$ cat src/rtl/bwt_pkg.sv
// Shared types for the BWT / MTF encoder pipeline.
// Symbol type, alphabet size and MTF encoder FSM states.
package bwt_pkg;

  localparam int ALPHABET_SIZE = 256;

  typedef logic [7:0] sym_t;

  typedef enum logic [1:0] {
    IDLE,
    ENCODE,
    FLUSH
  } mtf_state_t;

endpackage

$ cat src/rtl/bwt_mtf_encoder_table.sv
// 256-entry move-to-front table: combinational lookup and
// shift-to-front update; identity on rst or init.
import bwt_pkg::*;

module mtf_table (
  input  logic clk,
  input  logic rst,
  input  logic init,
  input  logic load,
  input  sym_t s,
  output sym_t pos
);

  sym_t tbl [ALPHABET_SIZE];

  // Descending scan so the lowest matching index wins
  always_comb begin
    pos = '0;
    for (int i = ALPHABET_SIZE - 1; i >= 0; i--) begin
      if (tbl[i] == s) pos = sym_t'(i);
    end
  end

  always_ff @(posedge clk) begin
    if (rst || init) begin
      for (int i = 0; i < ALPHABET_SIZE; i++) begin
        tbl[i] <= sym_t'(i);
      end
    end else if (load) begin
      tbl[0] <= s;
      for (int i = 1; i < ALPHABET_SIZE; i++) begin
        if (i <= int'(pos)) tbl[i] <= tbl[i-1];
      end
    end
  end

endmodule

$ cat src/rtl/bwt_mtf_encoder.sv
// MTF encoder over a captured BWT block, valid/ready output.
// Define MTF_TABLE_KEEP_EN to keep the table across blocks.
import bwt_pkg::*;

module bwt_mtf_encoder #(
  parameter int STRING_LEN = 32
) (
  input  logic                       clk,
  input  logic                       rst,
  input  logic [STRING_LEN-1:0][7:0] bwt_string,
  input  logic                       bwt_done,
  output sym_t                       mtf_data,
  output logic                       mtf_valid,
  input  logic                       mtf_ready,
  output logic                       mtf_last,
  output logic                       busy,
  output logic                       block_done,
  output logic                       overrun
);

  localparam int   IW   = $clog2(STRING_LEN);
  localparam sym_t LAST = sym_t'(STRING_LEN - 1);

  mtf_state_t state, state_nxt;

  sym_t [STRING_LEN-1:0] blk;
  sym_t                  idx;
  sym_t                  s;
  sym_t                  pos;
  logic                  capture;
  logic                  load;
  logic                  init;

  assign s    = blk[idx[IW-1:0]];
  assign busy = (state != IDLE);

`ifdef MTF_TABLE_KEEP_EN
  assign init = 1'b0;
`else
  assign init = capture;
`endif

  mtf_table u_table (
    .clk  (clk),
    .rst  (rst),
    .init (init),
    .load (load),
    .s    (s),
    .pos  (pos)
  );

  always_ff @(posedge clk) begin
    if (rst) state <= IDLE;
    else     state <= state_nxt;
  end

  always_comb begin
    state_nxt = state;
    capture   = 1'b0;
    load      = 1'b0;
    unique case (state)
      IDLE: begin
        if (bwt_done) begin
          capture   = 1'b1;
          state_nxt = ENCODE;
        end
      end
      ENCODE: begin
        if (!mtf_valid || mtf_ready) begin
          load = 1'b1;
          if (idx == LAST) state_nxt = FLUSH;
        end
      end
      FLUSH: begin
        if (mtf_ready) state_nxt = IDLE;
      end
      default: state_nxt = IDLE;
    endcase
  end

  always_ff @(posedge clk) begin
    if (rst) begin
      mtf_data   <= '0;
      mtf_valid  <= 1'b0;
      mtf_last   <= 1'b0;
      block_done <= 1'b0;
      overrun    <= 1'b0;
      idx        <= '0;
    end else begin
      block_done <= 1'b0;
      if (bwt_done && busy) overrun <= 1'b1;
      if (capture) begin
        blk <= bwt_string;
        idx <= '0;
      end
      if (load) begin
        mtf_data  <= pos;
        mtf_valid <= 1'b1;
        mtf_last  <= (idx == LAST);
        idx       <= idx + 8'd1;
      end
      // Only the last symbol is outstanding in FLUSH
      if (state == FLUSH && mtf_ready) begin
        mtf_valid  <= 1'b0;
        mtf_last   <= 1'b0;
        block_done <= 1'b1;
      end
    end
  end

endmodule

$ cat config.mk
export PLATFORM = sky130hd
export DESIGN_NAME = bwt_mtf_encoder
export DESIGN_NICKNAME = d
export VERILOG_FILES = /design/src/rtl/bwt_pkg.sv /design/src/rtl/bwt_mtf_encoder_table.sv /design/src/rtl/bwt_mtf_encoder.sv
export SDC_FILE = /design/constraint.sdc
export NUM_CORES = 2
export LEC_CHECK = 0
export ABC_AREA = 1
export BUFFER_PORTS_ARGS = -buffer_cell sky130_fd_sc_hd__buf_2
export CORE_MARGIN = 2
export CORE_UTILIZATION = 35
export CTS_CLUSTER_SIZE = 24
export DETAILED_ROUTE_END_ITERATION = 8
export PLACE_DENSITY = 0.49
export SLEW_MARGIN = 10
export SYNTH_ARGS = -nofsm -noshare
export SYNTH_HDL_FRONTEND = slang
export SYNTH_SLANG_ARGS = --single-unit
$ cat constraint.sdc
create_clock -name clk -period 14.1 [get_ports clk]
set_input_delay 2.82 -clock clk [delete_from_list [all_inputs] [get_ports clk]]
set_output_delay 2.82 -clock clk [all_outputs]
set_load 0.05 [all_outputs]
# Word level (Yosys, flattened, before mapping)
# Memory sizes are Yosys's and may differ from the RTL's.
# Cells that the tools add are included.
[totals]
ff_bits = 278
ramBits = 2048
memories = 1
[classes]
add_sub_neg = 1
n_lt_le_gt_ge = 256
n_eq_ne = 263
mux = 1551
bitwise = 257
n_reduce_logical = 11
[memory_table]
columns = ["memory", "depth", "width", "rd", "rd_ports_with_merged_regs", "write_ports", "line_no", "source"]
rows = [
  ["u_table.tbl", 256, 8, 256, 0, 256, "bwt_mtf_encoder_table.sv:14", "sym_t tbl [ALPHABET_SIZE];"],
]
[ops]
columns = ["operator", "n"]
rows = [
  ["2-to-1 mux 8 bit", 515],
  ["equality test 8 bit", 256],
  ["2-to-1 mux 1 bit", 1030],
  ["<= comparator 8 bit (first input constant)", 128],
  ["<= comparator 7 x 8 -> 1 bit (first input constant)", 64],
  ["<= comparator 6 x 8 -> 1 bit (first input constant)", 32],
  ["OR 1 bit", 256],
  ["<= comparator 5 x 8 -> 1 bit (first input constant)", 16],
  ["<= comparator 4 x 8 -> 1 bit (first input constant)", 8],
  ["binary-select mux 8 bit (select 5 bit)", 1],
  ["<= comparator 3 x 8 -> 1 bit (first input constant)", 4],
  ["<= comparator 2 x 8 -> 1 bit (first input constant)", 2],
  ["adder 8 x 1 -> 8 bit (second input constant)", 1],
  ["equality test 8 x 5 -> 1 bit (second input constant)", 1],
  ["<= comparator 1 x 8 -> 1 bit (first input constant)", 1],
  ["2-to-1 mux 2 bit", 4],
  ["!= test 2 bit (second input constant)", 4],
  ["less-than comparator 5 x 6 -> 1 bit (second input constant)", 1],
  ["one-hot mux 2 bit (3 select lines)", 1],
  ["AND reduction 4 bit", 1],
  ["nonzero test 2 bit", 2],
  ["equality test 2 x 1 -> 1 bit (second input constant)", 1],
  ["equality test 2 bit (second input constant)", 1],
  ["logical AND 1 bit", 2],
  ["other kinds (6)", 7],
]

# Longest topological paths before layout
[logic_depth]
depth_word = 265
depth_mapped = 277
mapped_depth_nobuf = 275

# Cells and area by module
# From an unflattened synthesis, not the netlist that was laid out.
[hier_totals]
cells_unflattened = 14001
hier_area_um2 = 123016.7
[by_module_without_submodules]
columns = ["mod", "n_inst", "cells_each", "area_each_um2", "seq_area_each_um2"]
rows = [
  ["mtf_table", 1, 13017, 111859.8, 61499.0],
  ["bwt_mtf_encoder", 1, 984, 11157.0, 8127.8],
]

# Least setup slack after synthesis
# Ideal clock, no wire load.
[synth_path]
kind = "register -> register"
startpoint = "register idx[0]"
endpoint = "memory u_table.tbl[0][2024] in the netlist's numbering, enable pin"
arrival_ns = 15.026
setup_slack_ns = -1.301
path_stages_with_launch = 57
path_buffers = 28
period_less_slack_ns = 15.401
path_cell_list = "dfxtp_1 -> inv_2 -> buf_6 -> buf_4 -> nand2_1 -> nand3_1 -> nand3_1 -> nand2_1 -> nand2_1 -> nand3_1 -> nand2_2 -> buf_6 -> buf_2 -> buf_1 -> clkbuf_1 -> buf_2 -> buf_2 -> buf_1 -> [21 not listed] -> nand4_1 -> nand2_1 -> nor2_1 -> and3_1 -> and2_1 -> nand2_1 -> inv_1 -> nand3_1 -> inv_1 -> nand2_1 -> nor2_1 -> inv_1 -> nor2_1 -> inv_1 -> o21ai_0 -> inv_1 -> a21oi_1 -> o21bai_1"
[synth_rtl]
columns = ["element", "line_no", "source"]
rows = [
  ["start: declaration", "bwt_mtf_encoder.sv:27", "sym_t idx;"],
  ["start signal: assignment", "bwt_mtf_encoder.sv:100", "idx <= idx + 8'd1;"],
  ["end: declaration", "bwt_mtf_encoder_table.sv:14", ""],
]

==> metrics.md <==
| Metric | Value |
|---|---|
| Maximum frequency from static timing analysis | 52.9 MHz |
| Req. time, crit path | around 15 ns |
| Worst Min Path Start | mtf_data[4] |
| Total clock buffers created by CTS | between 200 and 300 |
| Worst min-delay path endpoint | mtf_data[4] |
| Number of buffers inserted by port buffering | ~270 |
| Max Transition Viols Final | 0 |
| Total power divided by cell area | around 180 nW/um^2 |
| Fraction of layout cells with a size suffix above 1 | 19.2% |
| Worst path max stage delay | 0.39 ns |
| Slowest cell on the critical path | dfxtp_4 |
| Minimum setup slack among reg-to-reg paths | -4.81 ns |
| Bufs on Longest Clock Path | 4 |
| All-Layer GR Usage | a little under a quarter |
| I/O pin count | 273 |
| Count of different cell masters after synthesis | 57 |
| Max Cap Viol | 0 |
| Fraction of synthesis flops using an asynchronous set or reset pin | 0% |
| Die Area | 348000 um^2 |
| Largest delay share family, worst path | simple AND/OR/NAND/NOR gates |
| Instance count of the mapped netlist | around 12k |
| Outcome | complete, but fails checks |
| Cell with the most instances after synthesis | edfxtp_1 |
| Count of H-tree levels built during CTS | 5 |
| Fraction of the yosys area taken by sequential cells | a little under 60% |
| Yosys Warn Count | 0 |
| Global-route wire length before repair | 609 mm |
| Largest fanout on the critical path | 13 |
| Synthesized Nets | between 10k and 15k |
| Starting Density | a little over a third |
| Largest net degree at the start of global routing | approximately 190 |
| First DRT Iteration DRCs | 8058 |
| Leak | between 60 and 70 nW |
| Final Cycle Share | 134% |
| Count of flip-flops with a built-in enable after synthesis | between 2k and 2.5k |
| Area leader, netlist | edfxtp_1 |
| Data arrival time at the worst-slack endpoint | between 15 and 20 ns |
| Total number of placement rows | 215 |
| Clock tree from TritonCTS | built |
| Clock latency at the later pin of the worst-skew pair | 0.93 ns |
| Count of clock tree sinks | ~2.3k |
| Number of antenna-violating nets in the routed design | 0 |
| Die span in x | approximately 590 um |
| Worst-case reg-to-reg path depth | ~270 |
| Synthesis-to-layout area growth | 24.2% |
| Total chip power | around 26 mW |
| Minimum setup slack after placement | -5.29 ns |
| Placer's final routability congestion estimate | roughly 0.9 |
| Register clock-pin slew on the reported worst setup and hold paths | roughly 0.060 ns |
| Destination of the worst register-to-register timing path | u_table.tbl[0][444] |
| Worst hold-check path type | reg -> reg |
| Number of hold violations in the final report | 0 |
| Final worst slack | -4.81 ns |
| Die Height | 590 um |
| Area share of the largest cell type after synthesis | 57.5% |
| Crit-path most repeated cell | nand2_1 |
| HPWL after detailed placement | between 200 and 300 mm |
| Maximum vdd drop | ~0.23 mV |
| Initial antenna violation count | between 40 and 50 |
| Drt drc | 0 |
| Final number of setup-violating endpoints | 2314 |
| Worst hold path stage count | 2 |
| Remaining global-route overflow | 0 |
| Worst Setup End Kind | register |
| Number of detailed-route iterations in the first pass | 6 |
| Average via count per standard cell | ~4.9 |
| Worst flop-to-flop path startpoint | idx[0] |
| Final Net Count | 14.2k |
| Worst path bufs/invs | 9 |
| Final cell area excluding filler cells | 149000 um^2 |
| Cell chosen for the clock root | clkbuf_16 |
| Placeable core region | 342000 um^2 |
| Start point of the critical path | idx[0] |
| Detailed-route wire length per cell | 22.1 um |
| Worst clock skew | about 0.062 ns |
| Dominant register cell in the synthesized netlist | edfxtp_1 |
| Pin slew with the least headroom to its limit | ~1.3 ns |
| # hold bufs at CTS | 0 |
| Mean cell area of the mapped netlist | just under 10 um^2 |
| Number of global-route vias before repair | ~93k |
| Area contributors post-synth | edfxtp_1, xor2_1, nand2_1, inv_1, nor2_1 |
| Final period demand of the worst path | approximately 19 ns |
| Vias | about 92k |
| Register bit total from synthesis | 2326 |
| Cell area after placement | 138000 um^2 |
| Worst max-slew margin expressed relative to the limit | about 14% |
| Startpoint type of the worst setup path | register |
| Summed instance area of the synthesized netlist | 120000 um^2 |
| Top post-synthesis cells by count | edfxtp_1, nand2_1, inv_1 |
| Setup repair after global routing missed its margin | true |
| Violations in the final reports | setup timing |
| Crit Path Category | reg -> reg |
| Final Routed Wirelength | a little over 400 mm |
[cell usage in the layout (no fill, tap or decap), types with 25 or more instances in the layout]
cell type  count
diode_2       38
nand2_2       96
clkbuf_16    289
nand3b_1      41
a2111oi_0     47
bufinv_16     25
edfxtp_1    2304
nor2_1      1514
xor2_1      1693
inv_1       2134
or2_2        201
nor4_1       234
buf_6         49
o21ai_2       33
nand3_1      461
buf_12       132
buf_4       1340
o21ai_0      112
clkbuf_1      51
nand4_1      188
buf_2        272
nand2_1     2151
clkinv_2      33
clkinv_1      71
a21oi_1      276
[worst reg2reg max path, delay by kind of cell (launching register included)]
kind | cells | cell delay, ns
buffers and inverters | 9 | 1.34
flip-flops | 1 | 0.39
AND/OR/NAND/NOR | 260 | 16.34
AO/OA/AOI/OAI | 3 | 0.50
[metal layers]
metal	part of all wire, %	GRT usage (%)	vias to the layer above
met5	0.011	0	-
met3	6.3	3.09	701
met1	43	31.5	45700
met4	3.7	8.41	6
li1	-	-	42700
met2	47	38.3	3014
[area by class of cell]
class                           instances  area (um^2)
Fill cell                           32900       193000
Antenna cell                           38         95.1
Timing Repair Buffer                 1809        15000
Clock inverter                        163         1640
Sequential cell                      2326        69600
Tap cell                             4557         5700
Inverter                             2165         8170
Clock buffer                          336         7320
Multi-Input combinational cell       7391        41800
[state kept, by name (all words and copies together), names as in the netlist]
register     cells
blk            256
state            2
overrun          1
u_table.tbl   2048
idx              8
block_done       1
mtf_last         1
mtf_valid        1
mtf_data         8
[metrics by stage]
| stage | setup TNS (ns) | utilization, % | cells | hold WS [ns] |
|---|---|---|---|---|
| 5_1_grt | - | 43.6 | 18800 | 0.492 |
| 6_report | -8554.86 | 43.6 | 18800 | 0.462 |
| 2_1_floorplan | -10.01 | - | 12400 | 0.438 |
| 3_5_place_dp | -8932.75 | 40.4 | 18200 | 0.454 |
| 3_3_place_gp | - | 40.4 | 18200 | 0.451 |
| 4_1_cts | -8434.22 | 43.4 | 18700 | 0.463 |
[kinds of logic (layout without fill, tap and decap cells)]
kind of cell,Yosys count,after routing,share of synthesized area [%]
AOI/OAI and AO/OA,613,613,3.03
xor gates and xnor gates,1703,1703,12.4
adders and majority gates,1,1,0.0104
buffers and inverters,2685,4473,8.58
DFF,2326,2326,57.9
other,0,38,0
and+or+nand+nor,5074,5074,18.1
[timing repair]
| item | CTS | global route |
|---|---|---|
| gates resized for setup | 175 | 139 |
| pin swaps | 30 | 84 |
| endpoints found under the setup margin | 2314 | 2314 |
| buffers inserted | 22 | 17 |
| gates cloned | 7 | 4 |
[where the power goes]
part | internal (mW) | leakage [nW] | switching [mW]
logic | 3.09 | 39.4 | 6.56
registers | 8.89 | 21.2 | 0.390
clock network | 4.19 | 4.33 | 3.06
[worst max-delay path by stage]
stage	endpoint	cells after the start
after floorplan	u_table.tbl[0][1112]	265
after global routing	u_table.tbl[0][444]	275
final	u_table.tbl[0][444]	272
after detailed placement	u_table.tbl[0][591]	252
after CTS	u_table.tbl[0][444]	274
after global placement	u_table.tbl[0][585]	252
No activity file was read; power rests on OpenSTA's default activity.
